### config.mk
export PLATFORM = sky130hd
export DESIGN_NAME = mp_add_sequencer_flat
export DESIGN_NICKNAME = d
export VERILOG_FILES = /design/src/rtl/mp_pkg.sv /design/src/rtl/mp_add_sequencer_if.sv /design/src/rtl/adder_cin.sv /design/src/rtl/mp_add_sequencer.sv /design/src/flat_wrapper.sv
export SDC_FILE = /design/constraint.sdc
export NUM_CORES = 1
export LEC_CHECK = 0
export ABC_AREA = 1
export ABC_CLOCK_PERIOD_IN_PS = 4330
export CAP_MARGIN = 5
export CORE_ASPECT_RATIO = 0.7
export CORE_MARGIN = 5
export CORE_UTILIZATION = 35
export DETAILED_ROUTE_END_ITERATION = 6
export PLACE_DENSITY_LB_ADDON = 0.05
export SYNTH_ARGS = -nofsm -noshare
export SYNTH_HDL_FRONTEND = slang
export SYNTH_SLANG_ARGS = --single-unit
### constraint.sdc
create_clock -name clk -period 4.33 [get_ports clk]
set_input_delay 1.0825 -clock clk [delete_from_list [all_inputs] [get_ports clk]]
set_output_delay 1.0825 -clock clk [all_outputs]
set_load 0.01 [all_outputs]
### src/rtl/mp_pkg.sv
// ---------------------------------------------------------------------------
// mp_pkg
// Shared definitions for the multi-precision add/subtract sequencer:
//   MP_N      - default datapath word width in bits
//   MP_WORDS  - default maximum operand length in words
//   word_t    - one datapath word
//   state_t   - sequencer FSM encoding (IDLE, RUN, DONE)
// ---------------------------------------------------------------------------
package mp_pkg;

    localparam int MP_N     = 32;
    localparam int MP_WORDS = 32;

    typedef logic [MP_N-1:0] word_t;

    typedef enum logic [1:0] {
        IDLE = 2'd0,
        RUN  = 2'd1,
        DONE = 2'd2
    } state_t;

endpackage : mp_pkg

### src/rtl/mp_add_sequencer_if.sv
// ---------------------------------------------------------------------------
// mp_add_sequencer_if
// Bundles the core handshake and scratch-RAM port of the sequencer.
//   Core side : start, op_sub, len, abort  -> sequencer
//               busy, done, carry_out      <- sequencer
//   RAM side  : a_word, b_word             -> sequencer (read data, 1-cycle latency)
//               rd_en, rd_addr             <- sequencer (read request)
//               wr_en, wr_addr, wr_data    <- sequencer (result write)
// Modports:
//   master - the execute stage / RAM environment driving the sequencer
//   slave  - the sequencer itself
// ---------------------------------------------------------------------------
interface mp_add_sequencer_if #(
    parameter int N  = mp_pkg::MP_N,
    parameter int AW = $clog2(mp_pkg::MP_WORDS)
) ();

    logic          start;
    logic          op_sub;
    logic [AW:0]   len;
    logic          abort;
    logic [N-1:0]  a_word;
    logic [N-1:0]  b_word;
    logic          rd_en;
    logic [AW-1:0] rd_addr;
    logic          wr_en;
    logic [AW-1:0] wr_addr;
    logic [N-1:0]  wr_data;
    logic          busy;
    logic          done;
    logic          carry_out;

    modport master (
        output start, op_sub, len, abort, a_word, b_word,
        input  rd_en, rd_addr, wr_en, wr_addr, wr_data, busy, done, carry_out
    );

    modport slave (
        input  start, op_sub, len, abort, a_word, b_word,
        output rd_en, rd_addr, wr_en, wr_addr, wr_data, busy, done, carry_out
    );

endinterface : mp_add_sequencer_if

### src/rtl/adder_cin.sv
// ---------------------------------------------------------------------------
// adder_cin
// Combinational N-bit adder with carry in and carry out.
//   a, b  - addends
//   cin   - carry in
//   sum   - low N bits of a + b + cin
//   cout  - bit N of a + b + cin
// ---------------------------------------------------------------------------
module adder_cin #(
    parameter int N = 32
) (
    input  logic [N-1:0] a,
    input  logic [N-1:0] b,
    input  logic         cin,
    output logic [N-1:0] sum,
    output logic         cout
);

    assign {cout, sum} = {1'b0, a} + {1'b0, b} + {{N{1'b0}}, cin};

endmodule : adder_cin

### src/rtl/mp_add_sequencer.sv
// ---------------------------------------------------------------------------
// mp_add_sequencer
// Performs a multi-word add or subtract by streaming operand word pairs from
// a synchronous scratch RAM through one N-bit adder, least significant word
// first, rippling the carry/borrow between words in a register and writing
// each result word back one cycle after its read.
//
// Ports:
//   clk  - system clock
//   rst  - asynchronous active-low reset
//   bus  - mp_add_sequencer_if.slave (core handshake + RAM read/write port)
//
// Timing for an accepted start at edge T0 with len >= 1:
//   reads in cycles 1..len, writes in cycles 2..len+1,
//   busy in cycles 1..len+1, done pulse in cycle len+2.
// A subtract computes A + ~B + 1, so carry_out = 1 means A >= B.
// ---------------------------------------------------------------------------
module mp_add_sequencer
    import mp_pkg::*;
#(
    parameter int N     = MP_N,
    parameter int WORDS = MP_WORDS,
    parameter int AW    = $clog2(WORDS)
) (
    input  logic                 clk,
    input  logic                 rst,
    mp_add_sequencer_if.slave    bus
);

    localparam logic [AW:0] WORDS_L = (AW+1)'(WORDS);
    localparam logic [AW:0] PTR_ONE = (AW+1)'(1);

    state_t      state_q, state_d;
    logic        op_sub_q, op_sub_d;
    logic [AW:0] len_q, len_d;
    logic [AW:0] rd_ptr_q, rd_ptr_d;
    logic [AW:0] wr_ptr_q, wr_ptr_d;
    logic        rd_vld_q, rd_vld_d;     // read data arrives this cycle
    logic        carry_q, carry_d;       // inter-word carry/borrow
    logic        carry_out_q, carry_out_d;

    logic        rd_en;
    logic        wr_en;
    logic [AW:0] len_clamped;
    logic        last_wr;
    logic [N-1:0] b_eff;
    logic [N-1:0] sum;
    logic        cout;

    // Lengths beyond the RAM depth are clamped so pointers never wrap.
    assign len_clamped = (bus.len > WORDS_L) ? WORDS_L : bus.len;
    assign last_wr     = (wr_ptr_q == (len_q - PTR_ONE));

    // Subtraction is A + ~B with the initial carry preset to 1.
    assign b_eff = op_sub_q ? ~bus.b_word : bus.b_word;

    adder_cin #(.N(N)) u_adder (
        .a    (bus.a_word),
        .b    (b_eff),
        .cin  (carry_q),
        .sum  (sum),
        .cout (cout)
    );

    // NOTE: every signal written here gets a default first, so no path
    // through the case leaves one unassigned and no latch is inferred.
    always_comb begin
        state_d     = state_q;
        op_sub_d    = op_sub_q;
        len_d       = len_q;
        rd_ptr_d    = rd_ptr_q;
        wr_ptr_d    = wr_ptr_q;
        rd_vld_d    = 1'b0;
        carry_d     = carry_q;
        carry_out_d = carry_out_q;
        rd_en       = 1'b0;
        wr_en       = 1'b0;

        unique case (state_q)
            IDLE: begin
                if (bus.start) begin
                    op_sub_d = bus.op_sub;
                    len_d    = len_clamped;
                    rd_ptr_d = '0;
                    wr_ptr_d = '0;
                    carry_d  = bus.op_sub;
                    if (len_clamped == '0) begin
                        // Empty operands: the result is just the preset carry.
                        state_d     = DONE;
                        carry_out_d = bus.op_sub;
                    end else begin
                        state_d = RUN;
                    end
                end
            end

            RUN: begin
                if (bus.abort) begin
                    // Cancel: no strobes this cycle, carry_out untouched.
                    state_d = IDLE;
                end else begin
                    if (rd_ptr_q < len_q) begin
                        rd_en    = 1'b1;
                        rd_ptr_d = rd_ptr_q + PTR_ONE;
                        rd_vld_d = 1'b1;
                    end
                    if (rd_vld_q) begin
                        wr_en    = 1'b1;
                        wr_ptr_d = wr_ptr_q + PTR_ONE;
                        carry_d  = cout;
                        if (last_wr) begin
                            state_d     = DONE;
                            carry_out_d = cout;
                        end
                    end
                end
            end

            DONE: begin
                state_d = IDLE;
            end

            default: begin
                state_d = IDLE;
            end
        endcase
    end

    // NOTE: state registers use non-blocking assignments so every register
    // samples the pre-edge values regardless of statement order.
    // NOTE: only control state is reset; there is no local storage array,
    // the datapath words live in the external RAM.
    always_ff @(posedge clk or negedge rst) begin
        if (!rst) begin
            state_q     <= IDLE;
            op_sub_q    <= 1'b0;
            len_q       <= '0;
            rd_ptr_q    <= '0;
            wr_ptr_q    <= '0;
            rd_vld_q    <= 1'b0;
            carry_q     <= 1'b0;
            carry_out_q <= 1'b0;
        end else begin
            state_q     <= state_d;
            op_sub_q    <= op_sub_d;
            len_q       <= len_d;
            rd_ptr_q    <= rd_ptr_d;
            wr_ptr_q    <= wr_ptr_d;
            rd_vld_q    <= rd_vld_d;
            carry_q     <= carry_d;
            carry_out_q <= carry_out_d;
        end
    end

    // Address/data outputs are zeroed when their strobe is low so the bus
    // is quiet outside active transfers and during reset.
    assign bus.rd_en     = rd_en;
    assign bus.rd_addr   = rd_en ? rd_ptr_q[AW-1:0] : '0;
    assign bus.wr_en     = wr_en;
    assign bus.wr_addr   = wr_en ? wr_ptr_q[AW-1:0] : '0;
    assign bus.wr_data   = wr_en ? sum : '0;
    assign bus.busy      = (state_q == RUN);
    assign bus.done      = (state_q == DONE);
    assign bus.carry_out = carry_out_q;

endmodule : mp_add_sequencer

### src/flat_wrapper.sv
// flat-port wrapper written by rule: the top's interface ports become plain ports
module mp_add_sequencer_flat import mp_pkg::*;
#(
    parameter int N     = MP_N,
    parameter int WORDS = MP_WORDS,
    parameter int AW    = $clog2(WORDS)
)
  (clk, rst, bus_start, bus_op_sub, bus_len, bus_abort, bus_a_word, bus_b_word, bus_rd_en, bus_rd_addr, bus_wr_en, bus_wr_addr, bus_wr_data, bus_busy, bus_done, bus_carry_out);
  mp_add_sequencer_if #(.N(N), .AW(AW)) bus_i ();
  input  logic clk;
  input  logic rst;
  input wire logic [$bits(bus_i.start)-1:0] bus_start;
  input wire logic [$bits(bus_i.op_sub)-1:0] bus_op_sub;
  input wire logic [$bits(bus_i.len)-1:0] bus_len;
  input wire logic [$bits(bus_i.abort)-1:0] bus_abort;
  input wire logic [$bits(bus_i.a_word)-1:0] bus_a_word;
  input wire logic [$bits(bus_i.b_word)-1:0] bus_b_word;
  output wire logic [$bits(bus_i.rd_en)-1:0] bus_rd_en;
  output wire logic [$bits(bus_i.rd_addr)-1:0] bus_rd_addr;
  output wire logic [$bits(bus_i.wr_en)-1:0] bus_wr_en;
  output wire logic [$bits(bus_i.wr_addr)-1:0] bus_wr_addr;
  output wire logic [$bits(bus_i.wr_data)-1:0] bus_wr_data;
  output wire logic [$bits(bus_i.busy)-1:0] bus_busy;
  output wire logic [$bits(bus_i.done)-1:0] bus_done;
  output wire logic [$bits(bus_i.carry_out)-1:0] bus_carry_out;
  assign bus_i.start = bus_start;
  assign bus_i.op_sub = bus_op_sub;
  assign bus_i.len = bus_len;
  assign bus_i.abort = bus_abort;
  assign bus_i.a_word = bus_a_word;
  assign bus_i.b_word = bus_b_word;
  assign bus_rd_en = bus_i.rd_en;
  assign bus_rd_addr = bus_i.rd_addr;
  assign bus_wr_en = bus_i.wr_en;
  assign bus_wr_addr = bus_i.wr_addr;
  assign bus_wr_data = bus_i.wr_data;
  assign bus_busy = bus_i.busy;
  assign bus_done = bus_i.done;
  assign bus_carry_out = bus_i.carry_out;
  mp_add_sequencer #(.N(N), .WORDS(WORDS), .AW(AW)) u_core (.clk(clk), .rst(rst), .bus(bus_i));
endmodule
## Yosys cells after proc, flatten, opt, wreduce, memory -nomap -nowiden

Index checks and enable logic that the tools add are counted.

| word-level totals | value |
|---|---|
| register bits after elaboration | 24 |
| bits of input ports | 75 |
| output and inout port bits | 47 |
| word-level logic and storage cells | 69 |

| cells by class | value |
|---|---|
| add/sub/neg operators | 5 |
| $lt $le $gt $ge | 2 |
| eq/ne operators | 11 |
| multiplexer cells | 34 |
| bitwise gates (word level) | 1 |
| reductions and logical operators | 8 |

Operator list:

| operator | count |
|---|---|
| $mux 32 | 2 |
| $mux 6 | 6 |
| $add 32x32->33 | 1 |
| $add 33x1->33 | 1 |
| $not 32->32 | 1 |
| $pmux 6 s2 | 2 |
| $mux 1 | 14 |
| $add 6x1->6 const B | 2 |
| $mux 2 | 5 |
| $mux 5 | 2 |
| $ne 2x1->1 const B | 4 |
| $reduce_and 4->1 | 2 |
| $eq 6x6->1 | 1 |
| $gt 6x6->1 const B | 1 |
| $logic_not 6->1 | 1 |
| $lt 6x6->1 | 1 |
| $ne 3x2->1 const B | 2 |
| $reduce_and 6->1 | 1 |
| $sub 6x1->6 const B | 1 |
| $ne 2x2->1 const B | 2 |
| $pmux 1 s2 | 2 |
| $pmux 2 s2 | 1 |
| $reduce_and 3->1 | 1 |
| $eq 2x1->1 const B | 1 |
| other kinds (4) | 4 |

## Longest topological paths before layout

| logic depth | value |
|---|---|
| depth after elaboration | 8 |
| depth in mapped cells | 18 |
| depth with buffers taken out | 16 |

## Modules after synthesis

A second synthesis with hierarchy kept.

| unflattened totals | value |
|---|---|
| cells, all modules | 838 |
| area total of the unflattened synthesis | 4521.8 µm² |

By module, submodules not included:

| module | times used | cells an instance | area each (µm²) | seq. area each (µm²) |
|---|---|---|---|---|
| adder_cin | 1 | 505 | 2393.5 | 0.0 |
| mp_add_sequencer | 1 | 333 | 2128.3 | 600.6 |

## Worst setup path after synthesis

OpenSTA, ideal clock, no wires.

| timing | value |
|---|---|
| path type | input to output |
| start point | input bus_b_word[0] |
| end point | output bus_wr_data[22] |
| arrival time | 2929 ps |
| data required time | 3248 ps |
| setup slack | 318 ps |
| cell stages on the path | 15 |
| path buffers | 0 |
| cell sequence | xnor2_1 -> fa_1 -> fa_1 -> inv_1 -> nand2_1 -> nand2_1 -> and2_1 -> nand2_1 -> nand2_1 -> nand2_1 -> nand2_1 -> nand2_1 -> nand3b_1 -> nand2_1 -> nor2_1 |

| on the way | value |
|---|---|
| word-level cells in the longest chain between the ends | 5 |

Ends and longest elaborated chain:

| what | RTL line | RTL |
|---|---|---|
| start: declaration | flat_wrapper.sv:17 | `input wire logic [$bits(bus_i.b_word)-1:0] bus_b_word;` |
| $not 32->32 | mp_add_sequencer.sv:55 | `assign b_eff = op_sub_q ? ~bus.b_word : bus.b_word;` |
| $mux 32 * | mp_add_sequencer.sv:55 |  |
| $add 32x32->33 * | adder_cin.sv:19 | `assign {cout, sum} = {1'b0, a} + {1'b0, b} + {{N{1'b0}}, cin};` |
| $add 33x1->33 * | adder_cin.sv:19 |  |
| $mux 32 * | mp_add_sequencer.sv:161 | `assign bus.wr_data = wr_en ? sum : '0;` |
| end: declaration | flat_wrapper.sv:22 | `output wire logic [$bits(bus_i.wr_data)-1:0] bus_wr_data;` |

Mark *: on every way between the ends. The rest lies on a longest branch, timed or not.

## Worst setup path in the final report

| timing | value |
|---|---|
| start point | input bus_b_word[5] |
| end point | output bus_wr_data[16] |

The elaborated chain is that of the path after synthesis.

==> results.toml <==
[route]
vias = 5176
drc_errors = 0
drt_iter0_markers = 312
wl_per_cell_um = 13.4
dr_wl_met2_mm = 6.01
wl_met3_um = 820
wirelength_mm = 14.7
top_layer = "met4"
first_pass_iters = 5
avgViaCountPerCell = 4.72
wl_met1_mm = 7.79
antenna_left = 0

[floorplan]
io_pins = 122
die_width_um = 140
core_um2 = 11600
fp.dieArea_um2 = 14200
initial_utilization_pct = 35.6
die_h_um = 101
rows = 33

[timing]
setup_violations = 0
finalMaxSlewViolations = 0
period_needed_ps = 4260
skew_ps = 2.71
rsz0062_at_grt = "true"
worstMarginPinSlew_ps = 460
min_period_over_period_pct = 98.4
whs_ps = 495
finalHoldViolCount = 0
fmax_mhz = 235
timing.slew.headroom_pct = 69.2
fin_tns_setup_ps = 0

[final_layout]
design_area_um2 = 6640
n_fill_cell = 1163
diodes = 0
nets = 1057
area_delta_synth_final_pct = 60.0
final_core_util_pct = 57.0
drive_gt1_share_pct = 26.0

[worst_hold_path]
min_from = "u_core.bus.carry_out$_DFFE_PN0P_"
worstHoldEndpoint = "u_core.bus.carry_out$_DFFE_PN0P_"
min_delay_path_depth = 2
hp-class = "reg -> reg"

[power_and_ir_drop]
switching_share_pct = 51.9
comb_power_share_pct = 85.7
clkPwrFrac_pct = 5.4
p_leak_nw = 3.53
internal_power_w = 0.00203
power_density_nw_per_um2 = 637
peakVddDrop_uv = 218
switching_power_w = 0.00220
total_power_w = 0.00423
p_seq_share_pct = 8.9

[worst_setup_path]
critPathKind = "in -> out"
crit_required_ps = 3250
start_kind = "input pin"
end_kind = "output pin"
rr_worst_depth = 17
rr_endpoint = "u_core.carry_q$_DFFE_PN0P_"
cp_data_arrival_time_ps = 3180
rr_startpoint = "u_core.op_sub_q$_DFFE_PN0P_"
cp_max_fo = 5
reg2reg_slack_ps = 1790

[grt]
track_usage_pct = 19.6
grt_start_max_net_pins = 33
grt_overflow = 0
grt_pass1_wl_mm = 23.1
grt_pass1_vias = 4767
antenna_found_initial = 0

[synthesis]
ys_top_cells_by_count = "232 x nand2_1, 117 x inv_1, 83 x nor2_1"
synth_edf_count = 0
synth_sequential_area_ratio_pct = 14.5
yosysTopAreaCell = "nand2_1"
ys_warn_count = 0
synth.avg_cell_area_um2 = 5.70
yosysUniqueCellTypes = 33
ys_ff_latch = 24
synthMostInstantiatedCell = "nand2_1"
synthFlopType = "dfrtp_1"
netlist_area_um2 = 4150
synth_top_area_share_pct = 21.0
synth_cells = 728
synthArstFlopShare_pct = 100
synthTopCellsByArea = "nand2_1 21%, dfrtp_1 14%, ha_1 12%"
synth.net_count = 844

[clocking]
cts_root_buffer = "clkbuf_16"
cts_made_buffers = 3
clock_path_buffers = 2
htree_levels = 1
cts_tree = "yes"
clock-sinks = 24
path_clk_slew_ps = 70
clock_latency_ps = 270
hold_buffers = 0

[outcome]
outcome = "finished clean"

[placed_design]
dp_hpwl_mm = 12.0
gp_congestion = 0.921
placed_area_um2 = 6150
port_buffers = 121

[run]
drv_cap = 0
## worst max-delay path: stages
cell and delay [ps]:
clkdlybuf4s50_1 470, xor2_1 150, ha_1 310, nand2_1 100, nand2_1 90, a21oi_2 140
nand2_2 80, nand2_1 80, nand2_2 70, buf_4 130, a21oi_1 200, clkdlybuf4s15_1 270
## cell usage in the layout (no fill, tap or decap), types with 2 or more instances in the layout
cell / n
a21o_1: 3
a21oi_1: 45
a21oi_2: 19
and2_1: 2
buf_2: 17
buf_4: 91
buf_6: 3
clkbuf_16: 3
clkbuf_2: 5
clkdlybuf4s50_1: 83
dfrtp_1: 23
dlygate4sd2_1: 6
dlymetal6s2s_1: 8
fa_2: 2
ha_1: 38
inv_1: 106
inv_2: 13
nand2_1: 187
nand2_2: 43
nand2_4: 5
nand3_1: 24
nand3_2: 4
nand3b_1: 5
nand4_1: 5
nor2_1: 68
nor2_2: 13
nor2_4: 4
nor3_1: 10
nor3_2: 5
o21ai_0: 29
o21ai_1: 4
o21ai_2: 2
o21bai_1: 2
o22ai_1: 3
o31ai_1: 5
xnor2_1: 2
xnor2_2: 2
xor2_1: 35
## state kept, by name (all words and copies together), names as in the netlist
signal and flops:
u_core.len_q 6, u_core.rd_ptr_q 6, u_core.wr_ptr_q 6, u_core.state_q 2
u_core.bus.carry_out 1, u_core.carry_q 1, u_core.op_sub_q 1, u_core.rd_vld_q 1
## worst max-delay path by stage
stage / startpoint / end / slack [ps] / cells past startpoint
final: bus_b_word[5] / bus_wr_data[16] / 70 / 12
after global routing: bus_b_word[26] / bus_wr_data[30] / -60 / 12
after CTS: bus_b_word[15] / bus_wr_data[23] / -30 / 13
after detailed placement: bus_b_word[0] / bus_wr_data[22] / -750 / 17
after global placement: bus_a_word[0] / bus_wr_data[30] / -700 / 17
after floorplan: bus_b_word[0] / bus_wr_data[22] / 320 / 15
## power groups by stage
stage	Combinational [W]	Sequential (W)	Clock, W
final	0.00362	0.000377	0.000229
after global routing	0.00402	0.000390	0.000242
after CTS	0.00331	0.000377	0.000231
after detailed placement	0.00317	0.000379	0
after global placement	0.00313	0.000376	0
after floorplan	0.00184	0.000353	0
## routing by layer
metal,track usage [%],vias to the layer above
met3,3.27,10
met5,0,-
met1,30.3,2289
li1,-,2729
met4,1.56,0
met2,29.6,148
## final cells by class
| type | count | area, um2 | area share (%) |
|---|---|---|---|
| multi-input cells | 576 | 3430 | 51.7 |
| clock buffers | 4 | 88.8 | 1.34 |
| inverters | 120 | 453 | 6.83 |
| flip-flops and latches | 24 | 602 | 9.07 |
| well taps | 157 | 196 | 2.96 |
| repair buffers | 216 | 1870 | 28.1 |
## cells by family after synthesis
| family | count (synthesis) | share of synthesized area [%] |
|---|---|---|
| buffers and inverters | 128 | 11.8 |
| adders and majority gates | 41 | 12.7 |
| xor gates and xnor gates | 39 | 8.23 |
| and+or+nand+nor | 380 | 37.8 |
| DFF | 24 | 14.5 |
| AOI/OAI and AO/OA | 116 | 14.9 |
## through the flow
step | worst slack (ps) | cells
4_1_cts | -31.7 | 1090
3_5_place_dp | -751 | 1080
6_report | 69.7 | 1097
2_1_floorplan | 318 | 728
3_3_place_gp | -704 | 1080
5_1_grt | -55.9 | 1097
## timing repair
action / 4_1_cts / 5_1_grt
gates resized for setup: 118 / 114
pin swaps: 23 / 57
setup buffers: 6 / 7
endpoints found under the setup margin: 30 / 29
Power figures use the tool's default switching activity.
